### src/rtl/neuron_result_writer_pkg.sv
`default_nettype none
// ============================================================================
// Module      : neuron_result_writer_pkg
// Description : Shared definitions for the neuron result writer: FSM state
//               encodings and a clog2 helper used for parameter checks.
// Revision    : 1.0 - initial release
// ============================================================================
package neuron_result_writer_pkg;

    typedef enum logic [1:0] {
        S_IDLE  = 2'd0,
        S_WRITE = 2'd1,
        S_DONE  = 2'd2
    } state_t;

    // Number of bits needed to hold the values 0..value-1.
    function automatic int clog2(input int value);
        int r;
        r = 0;
        for (int v = value - 1; v > 0; v = v >> 1) begin
            r = r + 1;
        end
        return r;
    endfunction

endpackage
`default_nettype wire

### src/rtl/write_addr_counter.sv
`default_nettype none
// ============================================================================
// Module      : write_addr_counter
// Description : Write-address counter with clock enable, synchronous
//               active-low reset, clear and increment. Clear wins over inc.
// Ports       : clk, clk_en, rst (active-low sync), inc, clr -> out[WIDTH]
// Revision    : 1.0 - initial release
// ============================================================================
module write_addr_counter
    import neuron_result_writer_pkg::*;
#(
    parameter int WIDTH = 5
) (
    input  logic             clk,
    input  logic             clk_en,
    input  logic             rst,
    input  logic             inc,
    input  logic             clr,
    output logic [WIDTH-1:0] out
);

    logic [WIDTH-1:0] r_count;

    always_ff @(posedge clk) begin
        if (!rst) begin
            r_count <= '0;
        end else if (clk_en) begin
            if (clr) begin
                r_count <= '0;
            end else if (inc) begin
                r_count <= r_count + WIDTH'(1);
            end
        end
    end

    assign out = r_count;

endmodule
`default_nettype wire

### src/rtl/neuron_result_writer.sv
`default_nettype none
// ============================================================================
// Module      : neuron_result_writer
// Description : Captures NUM_NEURONS results on a layer-done pulse, optionally
//               clamps negatives to zero (ReLU), then streams them one per
//               acknowledged beat to addresses 0..NUM_NEURONS-1.
// Ports       : clk, rst (active-low sync), clk_en, in_ready, in_data
//               -> busy, wr_en, wr_addr, wr_data, done, overrun; wr_ack in.
// Revision    : 1.0 - initial release
// ============================================================================
module neuron_result_writer
    import neuron_result_writer_pkg::*;
#(
    parameter int NUM_NEURONS       = 30,
    parameter int CLOG2_NUM_NEURONS = 5,
    parameter int DATA_WIDTH        = 8,
    parameter int APPLY_RELU        = 1
) (
    input  logic                              clk,
    input  logic                              rst,
    input  logic                              clk_en,
    input  logic                              in_ready,
    input  logic [NUM_NEURONS*DATA_WIDTH-1:0] in_data,
    output logic                              busy,
    output logic                              wr_en,
    output logic [CLOG2_NUM_NEURONS-1:0]      wr_addr,
    output logic [DATA_WIDTH-1:0]             wr_data,
    input  logic                              wr_ack,
    output logic                              done,
    output logic                              overrun
);

    localparam logic [CLOG2_NUM_NEURONS-1:0] c_last_addr = CLOG2_NUM_NEURONS'(NUM_NEURONS - 1);

    generate
        if (CLOG2_NUM_NEURONS < clog2(NUM_NEURONS)) begin : g_bad_addr_width
            $error("CLOG2_NUM_NEURONS too small for NUM_NEURONS");
        end
    endgenerate

    state_t                         r_state;
    logic                           r_overrun;
    logic [DATA_WIDTH-1:0]          r_shadow [NUM_NEURONS];
    logic [CLOG2_NUM_NEURONS-1:0]   w_addr;
    logic                           w_capture;
    logic                           w_beat;
    logic                           w_last;
    logic [DATA_WIDTH-1:0]          w_sel;

    assign w_capture = clk_en && in_ready && (r_state == S_IDLE);
    assign w_beat    = clk_en && wr_ack && (r_state == S_WRITE);
    assign w_last    = (w_addr == c_last_addr);

    // Clearing on the last beat returns the address to 0 without ever
    // stepping into codes beyond NUM_NEURONS-1.
    write_addr_counter #(
        .WIDTH (CLOG2_NUM_NEURONS)
    ) u_addr_counter (
        .clk    (clk),
        .clk_en (clk_en),
        .rst    (rst),
        .inc    (w_beat && !w_last),
        .clr    (w_capture || (w_beat && w_last)),
        .out    (w_addr)
    );

    always_ff @(posedge clk) begin
        if (!rst) begin
            r_state   <= S_IDLE;
            r_overrun <= 1'b0;
        end else if (clk_en) begin
            if (in_ready && (r_state != S_IDLE)) begin
                r_overrun <= 1'b1;
            end
            case (r_state)
                S_IDLE:  if (in_ready) r_state <= S_WRITE;
                S_WRITE: if (wr_ack && w_last) r_state <= S_DONE;
                S_DONE:  r_state <= S_IDLE;
                default: r_state <= S_IDLE;
            endcase
        end
    end

    // Shadow bank carries no reset: it is only observed after a capture.
    always_ff @(posedge clk) begin
        if (rst && w_capture) begin
            for (int i = 0; i < NUM_NEURONS; i++) begin
                r_shadow[i] <= in_data[i*DATA_WIDTH +: DATA_WIDTH];
            end
        end
    end

    // Compare-based mux keeps the select width independent of array depth.
    always_comb begin
        w_sel = '0;
        for (int i = 0; i < NUM_NEURONS; i++) begin
            if (w_addr == CLOG2_NUM_NEURONS'(i)) begin
                w_sel = r_shadow[i];
            end
        end
    end

    assign busy    = (r_state != S_IDLE);
    assign wr_en   = (r_state == S_WRITE);
    assign wr_addr = wr_en ? w_addr : '0;
    assign wr_data = ((APPLY_RELU != 0) && w_sel[DATA_WIDTH-1]) ? '0 : w_sel;
    assign done    = (r_state == S_DONE);
    assign overrun = r_overrun;

endmodule
`default_nettype wire

### config.mk
export PLATFORM = sky130hd
export DESIGN_NAME = neuron_result_writer
export DESIGN_NICKNAME = d
export VERILOG_FILES = /design/src/rtl/neuron_result_writer_pkg.sv /design/src/rtl/write_addr_counter.sv /design/src/rtl/neuron_result_writer.sv
export SDC_FILE = /design/constraint.sdc
export NUM_CORES = 1
export LEC_CHECK = 0
export ABC_CLOCK_PERIOD_IN_PS = 8500
export BUFFER_PORTS_ARGS = -buffer_cell sky130_fd_sc_hd__buf_2
export CAP_MARGIN = 40
export CORE_ASPECT_RATIO = 1.4
export CORE_UTILIZATION = 34
export CTS_BUF_LIST = sky130_fd_sc_hd__clkbuf_16
export DETAILED_ROUTE_END_ITERATION = 8
export SYNTH_ARGS = -nofsm -noshare
export SYNTH_HDL_FRONTEND = slang
export SYNTH_SLANG_ARGS = --single-unit
### constraint.sdc
create_clock -name clk -period 8.5 [get_ports clk]
set_input_delay 1.275 -clock clk [delete_from_list [all_inputs] [get_ports clk]]
set_output_delay 1.275 -clock clk [all_outputs]
set_load 0.005 [all_outputs]
==> impl_metrics.toml, run 1 <==
[run_status]
status = "complete, no violations"

[grt]
grt.total_usage_pct = 20.93
grt_pass1_wl_um = 50980
grt_max_degree = 75
grt_antenna_before_repair = 2
grt.overflow.total = 0
grt_pass1_vias = 8258

[final_layout]
layout.cells.non_filler = 1539
final_cell_mix = "buf_2 (261), edfxtp_1 (240), nand2_1 (69), a21oi_1 (52), nor2_1 (49)"
drive_gt1_share_pct = 32.03
final_core_util_pct = 42.05
final_common_cell = "buf_2"
syn2layout_area_growth_pct = 21.63
fin_nets = 1329
fill_cells = 3107

[timing]
finalCriticalPeriod_ns = 5.397
worst_pin_slew_ns = 0.6543
fmax_ghz = 0.1853
fin_crit_sh_pct = 63.49
setup_viol = 0
hold-worst-slack_ns = 0.4680
clock_skew_ns = 0.01210
fin_setup_tns_ns = 0
rsz0062_at_grt = "no"
slew_violations = 0
timing_hold_violations_final = 0
slew-limit-headroom_pct = 56.38

[worst_setup_path]
critPathCaptureType = "output pin"
crit_arrival_ns = 4.12
cp-startpoint = "u_addr_counter.out[3]"
startpoint_type = "flip-flop"
crit_type = "reg2out"
rrSetupSlack_ns = 5.92
r2r-start = "r_state[0]"
crit_required_ns = 7.22
path_max_fanout = 31

[clock_tree]
clock_path_buffers = 3
root_buffer = "clkbuf_16"
ctsHoldBuffers = 0
cts_sinks = 248
cts_resized = 0
cts_tree = "yes"
clk_latency_ns = 0.54
cts_buffers = 25
htree_num_levels = 1
post_cts_buffers = 0
clkTransAtPathRegs_ns = 0.07

[routing]
dr_wl_met2_um = 18330
wl_um = 36070
postRouteAntennaNets = 0
vias_per_cell = 5.365
wl_met1_um = 13440
dr.max_layer_used = "met4"
drc_errors = 0
drtIter0Drc = 826
avgRoutedWirePerCell_um = 23.44
dr_wl_met3_um = 2545
vias = 8256
drtPass1Iterations = 7

[job]
drv_cap = 0

[die]
die_h_um = 217.1
initial_core_util_pct = 34.57
io_pins = 262
die_area_sq_mm = 0.03378
core_sq_mm = 0.03250
fp.dieW_um = 155.6
rows = 78

[worst_hold_path]
hold_path_class = "reg2reg"
min_from = "overrun"

[power_and_ir_drop]
p_leak_nw = 5.187
vdd_drop_max_mv = 0.2258
report.power.total_mw = 2.673
power.density_mw_per_mm2 = 195.6

[placed_design]
hpwl_um = 26990
gp_congestion = 0.9362
io_buffer_count = 260
dp.cells = 1492

[yosys]
ys_seq_elements = 248
synth_edf_count = 240
syn-cell-area_sq_mm = 0.01123
ys_warn_count = 0
seq_area_frac_synth_pct = 65.58
async_reset_ff_share_pct = 0
avgSynthCellArea_sq_um = 13.47
ys.flop_type = "edfxtp_1"
synth_cell_types = 92
postSynthCellCount = 834
synth_nets = 1084
-- per-stage QoR --
stage,area [sq um],setup slack [ns]
after floorplan,11230,0.8896
after global placement,12780,3.920
after detailed placement,12860,3.763
after CTS,13660,3.167
after global routing,13660,2.765
final,13660,3.103
-- cell usage after synthesis (11+ instances only) --
cell,count,area [sq um]
o2111ai_1,11,96.34
nand3_1,25,125.1
edfxtp_1,240,7207
nand2_1,69,259.0
o22ai_1,23,143.9
inv_1,16,60.06
nor3_1,20,100.1
a21oi_1,52,260.3
o21ai_0,34,170.2
buf_2,25,125.1
nor2_1,49,183.9
-- power by group --
group          switching [mW]  internal (mW)  total [mW]
Clock                   0.461          0.624        1.08
Sequential             0.0171           1.38        1.40
Combinational           0.110         0.0798       0.190
Total                   0.588           2.09        2.67
-- routing by layer --
metal / GRT usage, % / vias to the layer above
met2: 36.74 / 405
met1: 24.15 / 3968
met3: 3.505 / 77
met4: 11.50 / 0
li1: - / 3806
met5: 0 / -
-- registers in the layout, indices dropped and copies added, names as in the netlist --
register            cells
r_state                 2
r_shadow              240
overrun                 1
u_addr_counter.out      5
-- critical path, stage by stage (launching register included) --
cell and delay [ns]:
dfxtp_2 0.69, buf_4 0.42, inv_1 0.17, nor3_1 0.24
ha_1 0.49, clkinv_1 0.38, o21ai_0 0.23, a21boi_1 0.18
o21ai_1 0.07, nand3_1 0.10, o21ai_2 0.18, a21oi_1 0.27
buf_2 0.16
-- layout make-up --
cell class                      count  area, sq um  share of cell area (%)
Antenna cell                        3        7.507                 0.05494
Sequential cell                   248         7371                   53.94
Clock inverter                     19        167.7                   1.227
Inverter                           18        67.56                  0.4945
Tap cell                          440        550.5                   4.029
Clock buffer                       25        625.6                   4.578
Multi-Input combinational cell    510         3403                   24.91
Timing Repair Buffer              276         1471                   10.77
-- logic make-up (layout without fill, tap and decap cells) --
logic type	count (synthesis)	in the layout	synth area share, %
mux	5	5	0.4566
compound gates	242	242	15.30
xor+xnor	3	3	0.2339
flops	248	248	65.58
simple gates	254	254	13.69
other cells	1	4	0.03338
fa+ha+maj	5	5	0.5569
buf+inv	76	338	4.154
-- path summary, 6_finish.rpt --
path              cells after the start              end
setup / recovery                     12       wr_data[4]
hold / removal                        1          overrun
setup reg to reg                      5  r_shadow[1][28]
hold reg to reg                       1          overrun
Note: power is estimated with default switching activity, not from simulation.
==> run 2, diff against run 1 <==
--- a/config.mk
+++ b/config.mk
@@ -5,7 +5,8 @@
 export SDC_FILE = /design/constraint.sdc
 export NUM_CORES = 1
 export LEC_CHECK = 0
-export ABC_CLOCK_PERIOD_IN_PS = 8500
+export ABC_AREA = 1
+export ABC_CLOCK_PERIOD_IN_PS = 5300
 export BUFFER_PORTS_ARGS = -buffer_cell sky130_fd_sc_hd__buf_2
 export CAP_MARGIN = 40
 export CORE_ASPECT_RATIO = 1.4
==> constraint.sdc (replaced) <==
create_clock -name clk -period 5.3 [get_ports clk]
set_input_delay 0.795 -clock clk [delete_from_list [all_inputs] [get_ports clk]]
set_output_delay 0.795 -clock clk [all_outputs]
set_load 0.005 [all_outputs]
==> impl_metrics.toml, run 2 <==
[yosys]
ys_warn_count = 0
avgSynthCellArea_sq_um = 10.05
syn-cell-area_sq_mm = 0.01095
synth_edf_count = 240
yosysMostFrequentCell = "nand2_1"
postSynthCellCount = 1089
ys.flop_type = "edfxtp_1"
synth_top_area_cell = "edfxtp_1"
async_reset_ff_share_pct = 0
synth_cell_types = 37
synth_nets = 1339
synth_common_cells = "nand2_1 (384), edfxtp_1 (240), inv_1 (145), nor2_1 (84), o21ai_0 (60)"
seq_area_frac_synth_pct = 67.31
ys_seq_elements = 248
synth_area_leaders = "edfxtp_1 (66%), nand2_1 (13%), inv_1 (5.0%), nor2_1 (2.9%), o21ai_0 (2.7%)"
yosys.area.top_type_share_pct = 65.84

[worst_setup_path]
path_max_fanout = 10
startpoint_type = "flip-flop"
path_common_cell = "nand2_1"
crit_slowest_cell = "dfxtp_1"
crit_type = "reg2out"
crit_arrival_ns = 4.18
critPathCaptureType = "output pin"
crit_required_ns = 4.51
max_stage_delay_ns = 0.38

[timing]
worst_pin_slew_ns = 1.034
timing_hold_violations_final = 0
fmax_ghz = 0.2010
fin_crit_sh_pct = 93.89
slew-limit-headroom_pct = 31.10
slew_violations = 0
clock_skew_ns = 0.008932
finalCriticalPeriod_ns = 4.976
rsz0062_at_grt = "yes"
setup_viol = 0

[clock_tree]
clock_path_buffers = 3
cts_sinks = 248
clkTransAtPathRegs_ns = 0.07
cts_buffers = 26
cts_tree = "yes"
root_buffer = "clkbuf_16"
htree_num_levels = 1
clk_latency_ns = 0.54

[grt]
grt_max_degree = 196
grt.total_usage_pct = 18.42
grt_antenna_before_repair = 3
grt.overflow.total = 0
grt_pass1_wl_um = 45220
grt_pass1_vias = 8204

[power_and_ir_drop]
report.power.total_mw = 4.498
power.density_mw_per_mm2 = 325.8
vdd_drop_max_mv = 0.2835
p_leak_nw = 5.916

[final_layout]
drive_gt1_share_pct = 27.04
fin_nets = 1624
largest_register_ffs = 240
syn2layout_area_growth_pct = 26.14
layout.cells.non_filler = 1790
final_common_cell = "nand2_1"
largest-register = "r_shadow"
final_cell_mix = "nand2_1 (381), buf_2 (260), edfxtp_1 (240), inv_1 (139), nor2_1 (81)"

[routing]
drtPass1Iterations = 6
drtIter0Drc = 498
vias = 8206
wl_um = 30770
postRouteAntennaNets = 0
drc_errors = 0
vias_per_cell = 4.584
avgRoutedWirePerCell_um = 17.19

[worst_hold_path]
hold_path_class = "in2reg"

[die]
rows = 77
initial_core_util_pct = 34.64
die_area_sq_mm = 0.03292
fp.dieW_um = 153.6
die_h_um = 214.3
core_sq_mm = 0.03160
io_pins = 262

[placed_design]
gp_congestion = 0.8603
hpwl_um = 22810
dp.cells = 1733
io_buffer_count = 260

[job]
drv_cap = 0

[run_status]
status = "complete, no violations"
## run 2: cell count changes after synthesis, sizes merged, moves of 11 or more
cell	previous run	this run
inv	16	152
nor2	52	89
buf	47	12
or2	0	18
o2111ai	11	0
nand2	69	386
o21ai	43	62
a21oi	52	40
a211oi	12	0
o22ai	24	1
## run 2: final cells by class
cell class	instances	area (sq um)
diodes	1	2.502
multi-input cells	662	2962
clock inverters	21	237.7
inverters	154	588.1
fillers	3105	17790
well taps	395	494.2
repair buffers	282	1479
flip-flops and latches	248	7368
clock buffers	27	675.6
## run 2: cell families after synthesis
group | count (synthesis) | share of synthesized area [%]
simple gates | 543 | 20.31
other cells | 1 | 0.03426
buf+inv | 179 | 6.367
compound gates | 111 | 5.247
flops | 248 | 67.31
xor+xnor | 2 | 0.1601
fa+ha+maj | 5 | 0.5716
## run 2: final timing paths
| check | start | endpoint | slack [ns] | depth (start not counted) |
|---|---|---|---|---|
| min | in_data[19] | r_shadow[0][19] | 0.42 | 1 |
| min reg2reg | overrun | overrun | 0.49 | 2 |
| max | u_addr_counter.out[0] | wr_data[0] | 0.32 | 35 |
| max reg2reg | u_addr_counter.out[1] | u_addr_counter.out[4] | 2.96 | 9 |
## run 2: layer usage
layer	up-vias	wire, um	track usage, %
li1	4109	-	-
met1	3704	11280	19.99
met2	319	15960	34.17
met3	68	2266	3.800
met4	6	1234	8.067
met5	-	37	0
## run 2: report_power, final
part | switching [mW] | internal, mW | total, mW | leakage (nW)
registers | 0.0190 | 2.22 | 2.24 | 2.26
logic | 0.188 | 0.125 | 0.312 | 3.20
clock network | 0.779 | 1.17 | 1.95 | 0.450
## run 2: per-stage QoR
stage	instance area (sq um)	hold slack [ns]	TNS, ns	worst slack [ns]	utilization (%)
2_1_floorplan	10950	0.4605	0	0.2718	-
3_3_place_gp	12750	0.4561	0	0.6817	40.35
3_5_place_dp	12750	0.4724	0	0.6250	40.35
4_1_cts	13660	0.4008	0	0.01482	43.24
5_1_grt	13800	0.4060	-0.05219	-0.04642	43.68
6_report	13810	0.4230	0	0.3237	43.69
## run 2: timing repair
action	in CTS	in global routing
hold buffers	0	0
gates resized for setup	0	25
setup buffers	0	8
setup endpoints to repair	0	7
## run 2: critical path: cells and delay by family, from the launching register on
family	cells	cell delay [ns]
fa+ha+maj	1	0.22
simple gates	31	2.59
flops	1	0.38
buf+inv	3	0.45
==> run 3, diff against run 2 <==
--- a/config.mk
+++ b/config.mk
@@ -6,9 +6,8 @@
 export NUM_CORES = 1
 export LEC_CHECK = 0
 export ABC_AREA = 1
-export ABC_CLOCK_PERIOD_IN_PS = 5300
+export ABC_CLOCK_PERIOD_IN_PS = 4850
 export BUFFER_PORTS_ARGS = -buffer_cell sky130_fd_sc_hd__buf_2
-export CAP_MARGIN = 40
 export CORE_ASPECT_RATIO = 1.4
 export CORE_UTILIZATION = 34
 export CTS_BUF_LIST = sky130_fd_sc_hd__clkbuf_16
==> constraint.sdc (replaced) <==
create_clock -name clk -period 4.85 [get_ports clk]
set_input_delay 0.7275 -clock clk [delete_from_list [all_inputs] [get_ports clk]]
set_output_delay 0.7275 -clock clk [all_outputs]
set_load 0.005 [all_outputs]
==> impl_metrics.toml, run 3 (synthesis results as in run 2) <==
[placed_design]
dp.cells = 1743
io_buffer_count = 260
gp_congestion = 0.9278
hpwl_um = 23860

[power_and_ir_drop]
power.density_mw_per_mm2 = 342.8
p_leak_nw = 6.070
vdd_drop_max_mv = 0.2844

[clock_tree]
clk_latency_ns = 0.54
cts_tree = "yes"
clock_path_buffers = 3
clkTransAtPathRegs_ns = 0.06
root_buffer = "clkbuf_16"
ctsHoldBuffers = 0
htree_num_levels = 1
cts_buffers = 26
cts_sinks = 248

[worst_setup_path]
crit_type = "reg2out"
cp_top_family = "simple AND/OR/NAND/NOR gates"
max_stage_delay_ns = 0.38
crit_slowest_cell = "dfxtp_4"
crit_arrival_ns = 4.02
reg2reg_to = "r_shadow[1][29]"
crit_buf_inv = 3
startpoint_type = "flip-flop"
r2r_cells = 6
crit_required_ns = 4.12
path_max_fanout = 5
critPathCaptureType = "output pin"
r2r-start = "r_state[1]"
rrSetupSlack_ns = 2.46
path_common_cell = "nand2_1"

[routing]
postRouteAntennaNets = 0
vias = 8308
wl_um = 31850
vias_per_cell = 4.577
drc_errors = 0
drtIter0Drc = 505
drtPass1Iterations = 7
avgRoutedWirePerCell_um = 17.55

[grt]
grt.total_usage_pct = 18.99
grt_pass1_vias = 8418
grt_util_met1_pct = 19.69
grt.overflow.total = 0
grt-busiest-layer = "met2"
grtUsageMet3_pct = 4.103
grt_antenna_before_repair = 8
grt_pass1_wl_um = 46660
grt_max_degree = 147
use_met2_pct = 35.95

[final_layout]
final_cell_mix = "nand2_1 (353), buf_2 (260), edfxtp_1 (240), inv_1 (140), nor2_1 (73)"
layout.cells.non_filler = 1815
fin_nets = 1649
final_common_cell = "nand2_1"
largest_register_ffs = 240
largest-register = "r_shadow"
syn2layout_area_growth_pct = 30.44
drive_gt1_share_pct = 31.78

[die]
core_sq_mm = 0.03160
die_area_sq_mm = 0.03292
die_h_um = 214.3
initial_core_util_pct = 34.64
fp.dieW_um = 153.6
io_pins = 262
rows = 77

[worst_hold_path]
hold_depth = 1
hold_path_class = "in2reg"
hold_path_end = "r_shadow[1][26]"
min_from = "in_data[154]"

[timing]
slew_violations = 0
fmax_ghz = 0.2106
fin_crit_sh_pct = 97.92
clock_skew_ns = 0.007552
finalCriticalPeriod_ns = 4.749
setup_viol = 0
worst_pin_slew_ns = 0.8580
timing_hold_violations_final = 0
hold-worst-slack_ns = 0.3568
slew-limit-headroom_pct = 42.80
rsz0062_at_grt = "yes"

[run_status]
status = "complete, no violations"

[job]
drv_cap = 0
[run 3: cell count changes in the layout (fill, tap and decap cells not counted), moves of 3 or more]
cell,change
nor2_1,-8
nand2_2,+26
clkinv_4,+3
o21ai_0,-4
nand2_1,-28
inv_4,+3
o21ai_1,+3
dfxtp_1,-4
buf_4,+19
buf_12,+3
clkinv_1,-3
nand3_1,-4
nor2_4,+8
dfxtp_4,+4
[run 3: final cells by class]
class,instances,area [sq um]
multi-input combinational,663,3204
sequential,248,7383
timing repair inverter,1,7.507
antenna,1,2.502
tap,395,494.2
fill,3023,17320
clock inverter,21,219.0
clock buffer,27,675.6
inverter,154,598.1
timing repair buffer,305,1693
[run 3: how the worst max path moves through the flow]
stage                     cells past startpoint  slack, ns             startpoint              to
after detailed placement                     41       0.34  u_addr_counter.out[1]      wr_data[3]
after global routing                         41      -0.23  u_addr_counter.out[0]      wr_data[3]
after CTS                                    41      -0.03  u_addr_counter.out[1]      wr_data[3]
after global placement                       41       0.36  u_addr_counter.out[1]      wr_data[3]
after floorplan                               4      -0.02               in_ready  r_shadow[0][0]
final                                        41       0.10  u_addr_counter.out[0]      wr_data[5]
[run 3: worst reg2reg max path, cell delays in order, from the launching register on]
cell and delay [ns]:
dfxtp_1 0.33, nor2_1 0.10, inv_1 0.11, nor2_4 0.14, inv_2 0.07, nor2_4 0.48
buf_12 0.59
[run 3: repair_timing]
action | CTS | global route
cloned | 1 | 1
buffers inserted | 6 | 15
resized for setup | 26 | 77
pin swaps | 2 | 31
setup endpoints to repair | 7 | 7
[run 3: power by group]
| part | leakage, nW | switching (mW) | internal [mW] | total [mW] |
|---|---|---|---|---|
| clock | 0.442 | 0.839 | 1.23 | 2.06 |
| combinational | 3.36 | 0.227 | 0.159 | 0.386 |
| sequential | 2.27 | 0.0221 | 2.42 | 2.44 |
[run 3: through the flow]
step	power (mW)	setup WS [ns]	util [%]	TNS (ns)	cell area, sq um
2_1_floorplan	2.639	-0.02094	-	-5.025	10980
3_3_place_gp	2.833	0.3568	40.66	0	12850
4_1_cts	4.920	-0.03220	43.85	-0.03221	13860
5_1_grt	5.072	-0.2338	45.17	-1.205	14270
3_5_place_dp	2.835	0.3354	40.66	0	12850
6_report	4.895	0.1010	45.18	0	14280
[run 3: layer usage]
layer  share of wire (%)  up-vias
li1                    -     4173
met1                  36     3727
met2                  53      317
met3                 6.5       77
met4                 4.2       14
met5                0.26        -
